**src/rtl/axil_adder_array.sv**
```systemverilog
// AXI4-Lite slave with NUM_CH adder channels (OPA, OPB, registered SUM, STATUS).
// Optional build macro ADDER_SATURATE_EN selects a signed saturating SUM.
module axil_adder_array #(
  parameter int DATA_WIDTH = 32,
  parameter int ADDR_WIDTH = 8,
  parameter int NUM_CH     = 4
) (
  input  logic                    s1_axi_aclk,
  input  logic                    s1_axi_areset,
  input  logic [ADDR_WIDTH-1:0]   s1_axi_awaddr,
  input  logic                    s1_axi_awvalid,
  output logic                    s1_axi_awready,
  input  logic [DATA_WIDTH-1:0]   s1_axi_wdata,
  input  logic [DATA_WIDTH/8-1:0] s1_axi_wstrb,
  input  logic                    s1_axi_wvalid,
  output logic                    s1_axi_wready,
  output logic [1:0]              s1_axi_bresp,
  output logic                    s1_axi_bvalid,
  input  logic                    s1_axi_bready,
  input  logic [ADDR_WIDTH-1:0]   s1_axi_araddr,
  input  logic                    s1_axi_arvalid,
  output logic                    s1_axi_arready,
  output logic [DATA_WIDTH-1:0]   s1_axi_rdata,
  output logic [1:0]              s1_axi_rresp,
  output logic                    s1_axi_rvalid,
  input  logic                    s1_axi_rready
);

  // Handshakes: a beat transfers on a rising edge where valid and ready are both
  // high; once valid is raised it holds until that edge, and B/R payloads stay
  // stable while bvalid/rvalid wait for bready/rready.

  localparam int SW   = DATA_WIDTH / 8;
  localparam int MSB  = DATA_WIDTH - 1;
  localparam int CH_W = (NUM_CH > 1) ? $clog2(NUM_CH) : 1;
  localparam logic [ADDR_WIDTH:0] ADDR_LIMIT = (ADDR_WIDTH + 1)'(NUM_CH * 16);
  localparam logic [1:0] RESP_OKAY   = 2'b00;
  localparam logic [1:0] RESP_SLVERR = 2'b10;
`ifdef ADDER_SATURATE_EN
  localparam logic SAT_FLAG = 1'b1;
`else
  localparam logic SAT_FLAG = 1'b0;
`endif

  typedef enum logic [1:0] {W_IDLE, W_ADDR, W_DATA, W_RESP} wstate_t;
  typedef enum logic {R_IDLE, R_DATA} rstate_t;

  wstate_t w_state_q, w_state_d;
  rstate_t r_state_q, r_state_d;
  logic                  ready_en_q;
  logic [ADDR_WIDTH-1:0] aw_addr_q, aw_addr_d;
  logic [DATA_WIDTH-1:0] w_data_q, w_data_d;
  logic [SW-1:0]         w_strb_q, w_strb_d;
  logic [1:0]            bresp_q, bresp_d;
  logic [DATA_WIDTH-1:0] rdata_q, rdata_d;
  logic [1:0]            rresp_q, rresp_d;

  logic [DATA_WIDTH-1:0] opa_q [NUM_CH];
  logic [DATA_WIDTH-1:0] opb_q [NUM_CH];
  logic [DATA_WIDTH-1:0] sum_q [NUM_CH];
  logic                  carry_q [NUM_CH];
  logic                  ovf_q   [NUM_CH];
  logic                  valid_q [NUM_CH];

  logic aw_hs, w_hs, ar_hs, commit;
  logic [ADDR_WIDTH-1:0] cm_addr;
  logic [DATA_WIDTH-1:0] cm_data;
  logic [SW-1:0]         cm_strb;
  logic [CH_W-1:0]       cm_ch;
  logic [1:0]            cm_reg;
  logic                  cm_ok, cm_apply;

  logic [DATA_WIDTH-1:0] opa_d, opb_d, sum_d;
  logic [DATA_WIDTH:0]   add_full;
  logic                  carry_d, ovf_d;

  logic [CH_W-1:0]       ar_ch;
  logic [1:0]            ar_reg;
  logic                  ar_ok;
  logic [DATA_WIDTH-1:0] rd_word;

  // Readys stay low until one clock after reset is released.
  assign s1_axi_awready = ready_en_q && (w_state_q == W_IDLE || w_state_q == W_DATA);
  assign s1_axi_wready  = ready_en_q && (w_state_q == W_IDLE || w_state_q == W_ADDR);
  assign s1_axi_bvalid  = (w_state_q == W_RESP);
  assign s1_axi_bresp   = bresp_q;
  assign s1_axi_arready = ready_en_q && (r_state_q == R_IDLE);
  assign s1_axi_rvalid  = (r_state_q == R_DATA);
  assign s1_axi_rdata   = rdata_q;
  assign s1_axi_rresp   = rresp_q;

  assign aw_hs = s1_axi_awvalid && s1_axi_awready;
  assign w_hs  = s1_axi_wvalid && s1_axi_wready;
  assign ar_hs = s1_axi_arvalid && s1_axi_arready;

  // The half that arrived first is taken from the holding register.
  assign cm_addr  = (w_state_q == W_ADDR) ? aw_addr_q : s1_axi_awaddr;
  assign cm_data  = (w_state_q == W_DATA) ? w_data_q : s1_axi_wdata;
  assign cm_strb  = (w_state_q == W_DATA) ? w_strb_q : s1_axi_wstrb;
  assign cm_ch    = CH_W'(cm_addr >> 4);
  assign cm_reg   = cm_addr[3:2];
  assign cm_ok    = ({1'b0, cm_addr} < ADDR_LIMIT) && !cm_reg[1];
  assign cm_apply = commit && cm_ok && (|cm_strb);

  always_comb begin
    w_state_d = w_state_q;
    aw_addr_d = aw_addr_q;
    w_data_d  = w_data_q;
    w_strb_d  = w_strb_q;
    bresp_d   = bresp_q;
    commit    = 1'b0;
    unique case (w_state_q)
      W_IDLE: begin
        if (aw_hs && w_hs) begin
          commit = 1'b1;
        end else if (aw_hs) begin
          aw_addr_d = s1_axi_awaddr;
          w_state_d = W_ADDR;
        end else if (w_hs) begin
          w_data_d  = s1_axi_wdata;
          w_strb_d  = s1_axi_wstrb;
          w_state_d = W_DATA;
        end
      end
      W_ADDR: if (w_hs) commit = 1'b1;
      W_DATA: if (aw_hs) commit = 1'b1;
      W_RESP: if (s1_axi_bready) w_state_d = W_IDLE;
      default: w_state_d = W_IDLE;
    endcase
    if (commit) begin
      bresp_d   = cm_ok ? RESP_OKAY : RESP_SLVERR;
      w_state_d = W_RESP;
    end
  end

  // New operands are merged here so SUM is computed from them in the commit cycle.
  always_comb begin
    opa_d = opa_q[cm_ch];
    opb_d = opb_q[cm_ch];
    for (int b = 0; b < SW; b++) begin
      if (cm_strb[b]) begin
        if (!cm_reg[0]) opa_d[8*b +: 8] = cm_data[8*b +: 8];
        else            opb_d[8*b +: 8] = cm_data[8*b +: 8];
      end
    end
    add_full = {1'b0, opa_d} + {1'b0, opb_d};
    carry_d  = add_full[DATA_WIDTH];
    ovf_d    = (opa_d[MSB] == opb_d[MSB]) && (add_full[MSB] != opa_d[MSB]);
    sum_d    = add_full[DATA_WIDTH-1:0];
`ifdef ADDER_SATURATE_EN
    if (ovf_d) sum_d = opa_d[MSB] ? {1'b1, {MSB{1'b0}}} : {1'b0, {MSB{1'b1}}};
`endif
  end

  assign ar_ch  = CH_W'(s1_axi_araddr >> 4);
  assign ar_reg = s1_axi_araddr[3:2];
  assign ar_ok  = ({1'b0, s1_axi_araddr} < ADDR_LIMIT);

  always_comb begin
    rd_word = '0;
    if (ar_ok) begin
      unique case (ar_reg)
        2'd0: rd_word = opa_q[ar_ch];
        2'd1: rd_word = opb_q[ar_ch];
        2'd2: rd_word = sum_q[ar_ch];
        default: rd_word = {{(DATA_WIDTH-4){1'b0}}, SAT_FLAG,
                            valid_q[ar_ch], ovf_q[ar_ch], carry_q[ar_ch]};
      endcase
    end
  end

  always_comb begin
    r_state_d = r_state_q;
    rdata_d   = rdata_q;
    rresp_d   = rresp_q;
    unique case (r_state_q)
      R_IDLE: begin
        if (ar_hs) begin
          rdata_d   = rd_word;
          rresp_d   = ar_ok ? RESP_OKAY : RESP_SLVERR;
          r_state_d = R_DATA;
        end
      end
      R_DATA: if (s1_axi_rready) r_state_d = R_IDLE;
      default: r_state_d = R_IDLE;
    endcase
  end

  always_ff @(posedge s1_axi_aclk) begin
    if (s1_axi_areset) begin
      w_state_q  <= W_IDLE;
      r_state_q  <= R_IDLE;
      ready_en_q <= 1'b0;
      aw_addr_q  <= '0;
      w_data_q   <= '0;
      w_strb_q   <= '0;
      bresp_q    <= RESP_OKAY;
      rdata_q    <= '0;
      rresp_q    <= RESP_OKAY;
      for (int c = 0; c < NUM_CH; c++) begin
        opa_q[c]   <= '0;
        opb_q[c]   <= '0;
        sum_q[c]   <= '0;
        carry_q[c] <= 1'b0;
        ovf_q[c]   <= 1'b0;
        valid_q[c] <= 1'b0;
      end
    end else begin
      w_state_q  <= w_state_d;
      r_state_q  <= r_state_d;
      ready_en_q <= 1'b1;
      aw_addr_q  <= aw_addr_d;
      w_data_q   <= w_data_d;
      w_strb_q   <= w_strb_d;
      bresp_q    <= bresp_d;
      rdata_q    <= rdata_d;
      rresp_q    <= rresp_d;
      if (cm_apply) begin
        opa_q[cm_ch]   <= opa_d;
        opb_q[cm_ch]   <= opb_d;
        sum_q[cm_ch]   <= sum_d;
        carry_q[cm_ch] <= carry_d;
        ovf_q[cm_ch]   <= ovf_d;
        valid_q[cm_ch] <= 1'b1;
      end
    end
  end

endmodule

```
**config.mk**
```make
export PLATFORM = sky130hd
export DESIGN_NAME = axil_adder_array
export DESIGN_NICKNAME = d
export VERILOG_FILES = /design/src/rtl/axil_adder_array.sv
export SDC_FILE = /design/constraint.sdc
export NUM_CORES = 1
export LEC_CHECK = 0
export BUFFER_PORTS_ARGS = -buffer_cell sky130_fd_sc_hd__buf_2
export CORE_MARGIN = 1.5
export CORE_UTILIZATION = 54
export DETAILED_ROUTE_END_ITERATION = 7
export PLACE_DENSITY = 0.67
export SKIP_LAST_GASP = 1
export SYNTH_ARGS = -nofsm -noshare
export SYNTH_HDL_FRONTEND = slang
export SYNTH_SLANG_ARGS = --single-unit
```
**constraint.sdc**
```tcl
create_clock -name s1_axi_aclk -period 17.5 [get_ports s1_axi_aclk]
set_input_delay 2.625 -clock s1_axi_aclk [delete_from_list [all_inputs] [get_ports s1_axi_aclk]]
set_output_delay 2.625 -clock s1_axi_aclk [all_outputs]
set_load 0.1 [all_outputs]
```
==> impl_metrics.toml, run 1 <==
[floorplan]
die_height_um = 216.0
die_w_um = 216.0
dieArea_um2 = 46650
num_rows = 77
start_util_pct = 55.03
ioPinCount = 100
core_um2 = 44510

[power_and_ir_drop]
p_leak_nw = 10.40
peakVddDrop_mv = 0.06392
power_density_nw_per_um2 = 109.0
total_power_mw = 2.942

[cts]
clkSinkCount = 476
post_cts_buffers = 0
cts_root_buf = "clkbuf_16"
clk_path_buf_depth = 3
cts_resized = 0
cts_max_level = 2
cts_hold_buf = 0
cts_tree = "yes"
clock_latency_ns = 0.60
cts_buffers = 51
clk_pin_slew_worst_paths_ns = 0.06

[drt]
dr.first_iter.drc_count = 1747
wl_per_cell_um = 24.48
viasPerCell = 6.255
drc = 0
wirelength_mm = 65.35
drtAntennaViolNets = 0
drt_pre_antenna_iters = 6
num_vias = 16700

[synthesis]
dominantRegCellSynth = "edfxtp_1"
yosys_warnings = 0
synth_area_per_cell_um2 = 12.25
ys_seq_area_share_pct = 55.09
synth-async-reset-ratio_pct = 0
syn-cell-area_um2 = 24490
synth_seq_cells = 476
syn_inst = 1999
synth_cell_types = 69
synth-edff-count = 396

[final_layout]
drive_gt1_share_pct = 21.28
num-fill-cells = 3559
final_util_pct = 60.65
area_growth_pct = 10.21
mostFrequentLayoutCells = "nor2_1 (449), edfxtp_1 (396), nand2_1 (169)"
final_area_um2 = 27000
fin_nets = 2128
layout_commonest_cell = "nor2_1"

[timing]
fin_setup_tns_ns = 0
max_slew_margin_pct = 28.08
tightest_slew_ns = 1.079
fmax_mhz = 135.3
rsz0062_at_grt = "no"
drv_slew = 0
finalSetupViolCount = 0
skew_ns = 0.01418
fin_hold_ws_ns = 0.4514
finalCritPeriodShare_pct = 42.25
fin_crit_ns = 7.393
hold_viol = 0

[placed_design]
io_buffers = 93
place.gp.congestion = 0.9048
placement.cell_area_um2 = 25320
hpwl_mm = 37.89

[critical_path]
arrival_ns = 7.70
path_buf_inv = 3
crit_path_cell_trace = "buf_2, mux2_4, buf_4, mux4_2, o21ai_2, inv_1, ha_1, o21ai_0, a211oi_1, a21oi_1, nor4_2, a21oi_1, xor2_1, nor2_1"
crit_path_top_delay_cell = "buf_4"
critPathRequiredTime_ns = 17.80
crit_family = "compound AO/OA/AOI/OAI gates"
critical_path_class = "in -> reg"
reg2reg_from = "w_state_q[0]$_SDFFE_PP0P_"
path_common_cell = "a21oi_1"
slowest_delay_ns = 0.83
end_kind = "flop"
critPathMaxFanout = 39
startpoint_type = "input pin"
startpoint = "s1_axi_awaddr[4]"

[flow_run]
maxCapViolCount = 0

[global_routing]
antenna_found_initial = 2
gr-usage-all-layers_pct = 28.38
grt_max_degree = 67
grt_pass1_wl_mm = 99.72
first_global_vias = 16772
grt_overflow = 0

[hold_path]
holdCritPathClass = "reg -> reg"
hold_start = "w_data_q[29]$_SDFFE_PP0P_"

[outcome]
status = "finished, final reports clean"
registers in the layout, summed over array words and instances, names as in the netlist:
name,cells
aw_addr_q,6
carry_q,4
opa_q,128
opb_q,128
ovf_q,4
ready_en_q,1
s1_axi_bresp,1
s1_axi_rdata,32
s1_axi_rresp,1
s1_axi_rvalid,1
sum_q,128
valid_q,4
w_data_q,32
w_state_q,2
w_strb_q,4
cell families (layout without fill, tap and decap cells):
kind of cell	after synthesis	count (layout)	synth area share, %
and+or+nand+nor	689	689	11.28
DFF	476	476	55.09
AOI/OAI and AO/OA	289	289	8.285
buffers and inverters	245	322	4.449
muxes	236	236	18.10
adders and majority gates	33	33	1.716
xor gates and xnor gates	30	30	1.073
other	1	3	0.01531
per-layer routing:
layer | wire length (um) | vias to the layer above | global-route usage (%)
li1 | - | 7422 | -
met5 | 0 | - | 0
met1 | 27040 | 8442 | 39.40
met4 | 1999 | 0 | 9.560
met3 | 5175 | 118 | 4.299
met2 | 31140 | 718 | 46.13
cells in the mapped netlist, drive strengths merged (3+ instances only):
library cell  number  area [um^2]
a211o              3        26.28
a211oi             6        50.05
a21o              10        75.07
a21oi             81        405.4
a22o               7        62.56
a22oi             34        260.3
a31oi              5        37.53
a32o               3        30.03
and3               5        31.28
buf               75        451.7
clkbuf            61        229.0
dfxtp             80         1602
edfxtp           396        11890
ha                32        400.4
inv              109        409.1
mux2i             69        690.7
mux4             165         3716
nand2            172        645.6
nand2b             7        43.79
nand3             12        60.06
nand4             12        81.33
nor2             449         1685
nor2b              8        57.55
nor3              12        65.06
nor4               3        25.02
o211ai             6        45.04
o21ai             85        665.6
o221ai             3        26.28
o22ai             30        187.7
xnor2             13        113.9
xor2              17        148.9
per-stage QoR:
stage          setup slack, ns  instances
2_1_floorplan            6.399       2000
3_3_place_gp             9.612       2575
3_5_place_dp             9.534       2575
4_1_cts                  10.13       2669
5_1_grt                  9.628       2669
6_report                 10.11       2670
path summary, 6_finish.rpt:
path              depth (start not counted)  slack, ns                    endpoint
setup / recovery                         14      10.11  sum_q[1][25]$_SDFFCE_PN0P_
hold / removal                            2       0.45   w_data_q[29]$_SDFFE_PP0P_
setup reg to reg                         14      11.26  sum_q[1][25]$_SDFFCE_PN0P_
hold reg to reg                           2       0.45   w_data_q[29]$_SDFFE_PP0P_
worst register-to-register path, cell delays in order, from the launching register on:
cell and delay [ns]:
dfxtp_1 0.48, nor2b_4 0.43, mux2_4 0.68, buf_4 0.86, mux4_2 0.66, o21ai_2 0.25
inv_1 0.08, ha_1 0.45, o21ai_0 0.26, a211oi_1 0.40, a21oi_1 0.24, nor4_2 0.53
a21oi_1 0.16, xor2_1 0.36, nor2_1 0.10
report_power, final:
| part | total (mW) | internal [mW] | switching (mW) |
|---|---|---|---|
| sequential | 1.28 | 1.27 | 0.0177 |
| clock | 1.09 | 0.644 | 0.443 |
| combinational | 0.571 | 0.190 | 0.380 |
cell type report:
cell class	count	area, um^2	share of cell area (%)
timing repair buffer	119	669.4	2.480
clock inverter	22	232.7	0.8621
clock buffer	72	1438	5.325
inverter	109	409.1	1.516
tap	592	740.7	2.744
sequential	476	13490	49.98
antenna	1	2.502	0.009270
multi-input combinational	1279	10010	37.08
(Power assumes the default switching activity.)
==> run 2: changes to the inputs <==
==> constraint.sdc (replaced) <==
create_clock -name s1_axi_aclk -period 6.9 [get_ports s1_axi_aclk]
set_input_delay 1.035 -clock s1_axi_aclk [delete_from_list [all_inputs] [get_ports s1_axi_aclk]]
set_output_delay 1.035 -clock s1_axi_aclk [all_outputs]
set_load 0.1 [all_outputs]
==> run 2 against run 1 <==
Sequential share of layout area down 0.18 points. Critical path depth unchanged. Non-clock buffer count up 6. Cell area up 0.36%. Register-to-register slack worse by 9.9 ns. Via count down 0.56%. Critical path type is now reg -> reg.
==> impl_metrics.toml, run 2 (synthesized netlist as in run 1, its figures left out) <==
[outcome]
status = "finished, final reports clean"

[power_and_ir_drop]
power_density_nw_per_um2 = 274.8
p_leak_nw = 10.46
peakVddDrop_mv = 0.2123

[critical_path]
path_buf_inv = 1
crit_path_top_delay_cell = "mux2_4"
critPathMaxFanout = 24
slowest_delay_ns = 0.63
reg2reg_from = "w_state_q[0]$_SDFFE_PP0P_"
r2r_cells = 14
critPathRequiredTime_ns = 7.21
timing.rr.end = "sum_q[1][28]$_SDFFCE_PN0P_"
critical_path_class = "reg -> reg"
arrival_ns = 5.81
crit_path_cell_trace = "nor2b_4, mux2_4, mux4_2, o21ai_2, inv_1, ha_1, fa_1, a21o_1, a221oi_2, nor3_1, a211o_1, a211oi_2, xor2_1, nor2_1"
ff2ff_setup_slack_ns = 1.39
crit_family = "compound AO/OA/AOI/OAI gates"
end_kind = "flop"
startpoint_type = "flop"

[cts]
cts_root_buf = "clkbuf_16"
cts_max_level = 2
post_cts_buffers = 0
cts_buffers = 51
cts_tree = "yes"
clock_latency_ns = 0.60
clk_path_buf_depth = 3
cts_hold_buf = 0
clk_pin_slew_worst_paths_ns = 0.06
cts_resized = 0
clkSinkCount = 476

[timing]
fmax_mhz = 181.6
fin_setup_tns_ns = 0
fin_hold_ws_ns = 0.4524
rsz0062_at_grt = "no"
max_slew_margin_pct = 26.95
fin_crit_ns = 5.505
skew_ns = 0.01927
finalCritPeriodShare_pct = 79.79
hold_viol = 0
finalSetupViolCount = 0
drv_slew = 0
tightest_slew_ns = 1.092

[placed_design]
hpwl_mm = 38.03
io_buffers = 93
placement.cell_area_um2 = 25410
place_inst = 2581
place.gp.congestion = 0.8937

[final_layout]
mostFrequentLayoutCells = "nor2_1 (449), edfxtp_1 (396), nand2_1 (168)"
diodes = 0
drive_gt1_share_pct = 21.65
layout_commonest_cell = "nor2_1"
reg_top3 = "opa_q (128), opb_q (128), sum_q (128)"
area_growth_pct = 10.61
final_util_pct = 60.87
fin_cells = 2675
multiInputGateArea_um2 = 10010
regArea_um2 = 13490
num-fill-cells = 3549
fin_nets = 2134
final_area_um2 = 27090

[floorplan]
die_w_um = 216.0
dieArea_um2 = 46650
num_rows = 77
core_um2 = 44510
die_height_um = 216.0
ioPinCount = 100
start_util_pct = 55.03

[global_routing]
grt_overflow = 0
grt_pass1_wl_mm = 97.55
gr-usage-all-layers_pct = 27.76
busiest_layer = "met2"
grt_max_degree = 100
grt_use_met3_pct = 4.524
use_met1_pct = 38.84
first_global_vias = 16537
grtUsageMet2_pct = 44.88
antenna_found_initial = 0

[hold_path]
holdPathStages = 2
hold_start = "w_data_q[24]$_SDFFE_PP0P_"
holdCritPathClass = "reg -> reg"
hold_end = "w_data_q[24]$_SDFFE_PP0P_"

[drt]
num_vias = 16606
wl_per_cell_um = 23.93
drt_pre_antenna_iters = 5
drc = 0
dr.first_iter.drc_count = 1578
wirelength_mm = 64.00
viasPerCell = 6.208
drtAntennaViolNets = 0

[flow_run]
maxCapViolCount = 0
==> run 2: cell types whose count changed in the layout (fill, tap and decap cells not counted) <==
cell        previous run  this run
buf_12                 0         3
buf_4                 27        30
bufinv_16              5         2
clkbuf_16             53        54
clkbuf_8               4        12
clkinv_1               6         4
clkinv_2               9         6
clkinvlp_4             2         1
diode_2                1         0
nand2_1              169       168
nand2_2                0         1
==> run 2: worst min-delay path: cells and delay by family, from the launching register on <==
family | cells | cell delay, ns
AOI/OAI and AO/OA | 1 | 0.05
and+or+nand+nor | 1 | 0.05
DFF | 1 | 0.31
==> run 2: routing by layer <==
layer	up-vias	wire, um
li1	7422	-
met1	8367	26720
met2	698	30480
met3	119	5197
met4	0	1606
met5	-	0
==> run 2: power breakdown <==
group	switching [mW]	internal, mW	leakage [nW]
registers	0.0440	3.21	4.74
clock network	1.11	1.63	0.828
logic	0.959	0.487	4.89
total	2.12	5.33	10.5
==> run 2: worst max-delay path by stage <==
| stage | end | slack (ns) | start | depth (start not counted) |
|---|---|---|---|---|
| 3_3_place_gp | sum_q[1][28]$_SDFFCE_PN0P_ | 1.36 | s1_axi_awaddr[4] | 14 |
| 3_5_place_dp | sum_q[1][28]$_SDFFCE_PN0P_ | 1.33 | s1_axi_awaddr[4] | 14 |
| 2_1_floorplan | carry_q[3]$_DFFE_PP_ | 0.49 | s1_axi_awaddr[3] | 3 |
| 4_1_cts | sum_q[1][28]$_SDFFCE_PN0P_ | 1.47 | w_state_q[0]$_SDFFE_PP0P_ | 14 |
| 5_1_grt | sum_q[2][25]$_SDFFCE_PN0P_ | 1.12 | w_state_q[0]$_SDFFE_PP0P_ | 14 |
| 6_report | sum_q[1][28]$_SDFFCE_PN0P_ | 1.39 | w_state_q[0]$_SDFFE_PP0P_ | 14 |
==> run 2: area by class of cell <==
class                           count  area share (%)
Inverter                          109           1.510
Clock inverter                     13          0.4156
Sequential cell                   476           49.80
Clock buffer                       81           5.805
Timing Repair Buffer              125           2.775
Tap cell                          592           2.734
Multi-Input combinational cell   1279           36.96
==> run 2: metrics by stage <==
step	setup slack [ns]	power [mW]
after global placement	1.355	4.718
after global routing	1.124	7.711
after floorplan	0.4898	4.365
after CTS	1.473	7.466
final	1.395	7.445
after detailed placement	1.328	4.741
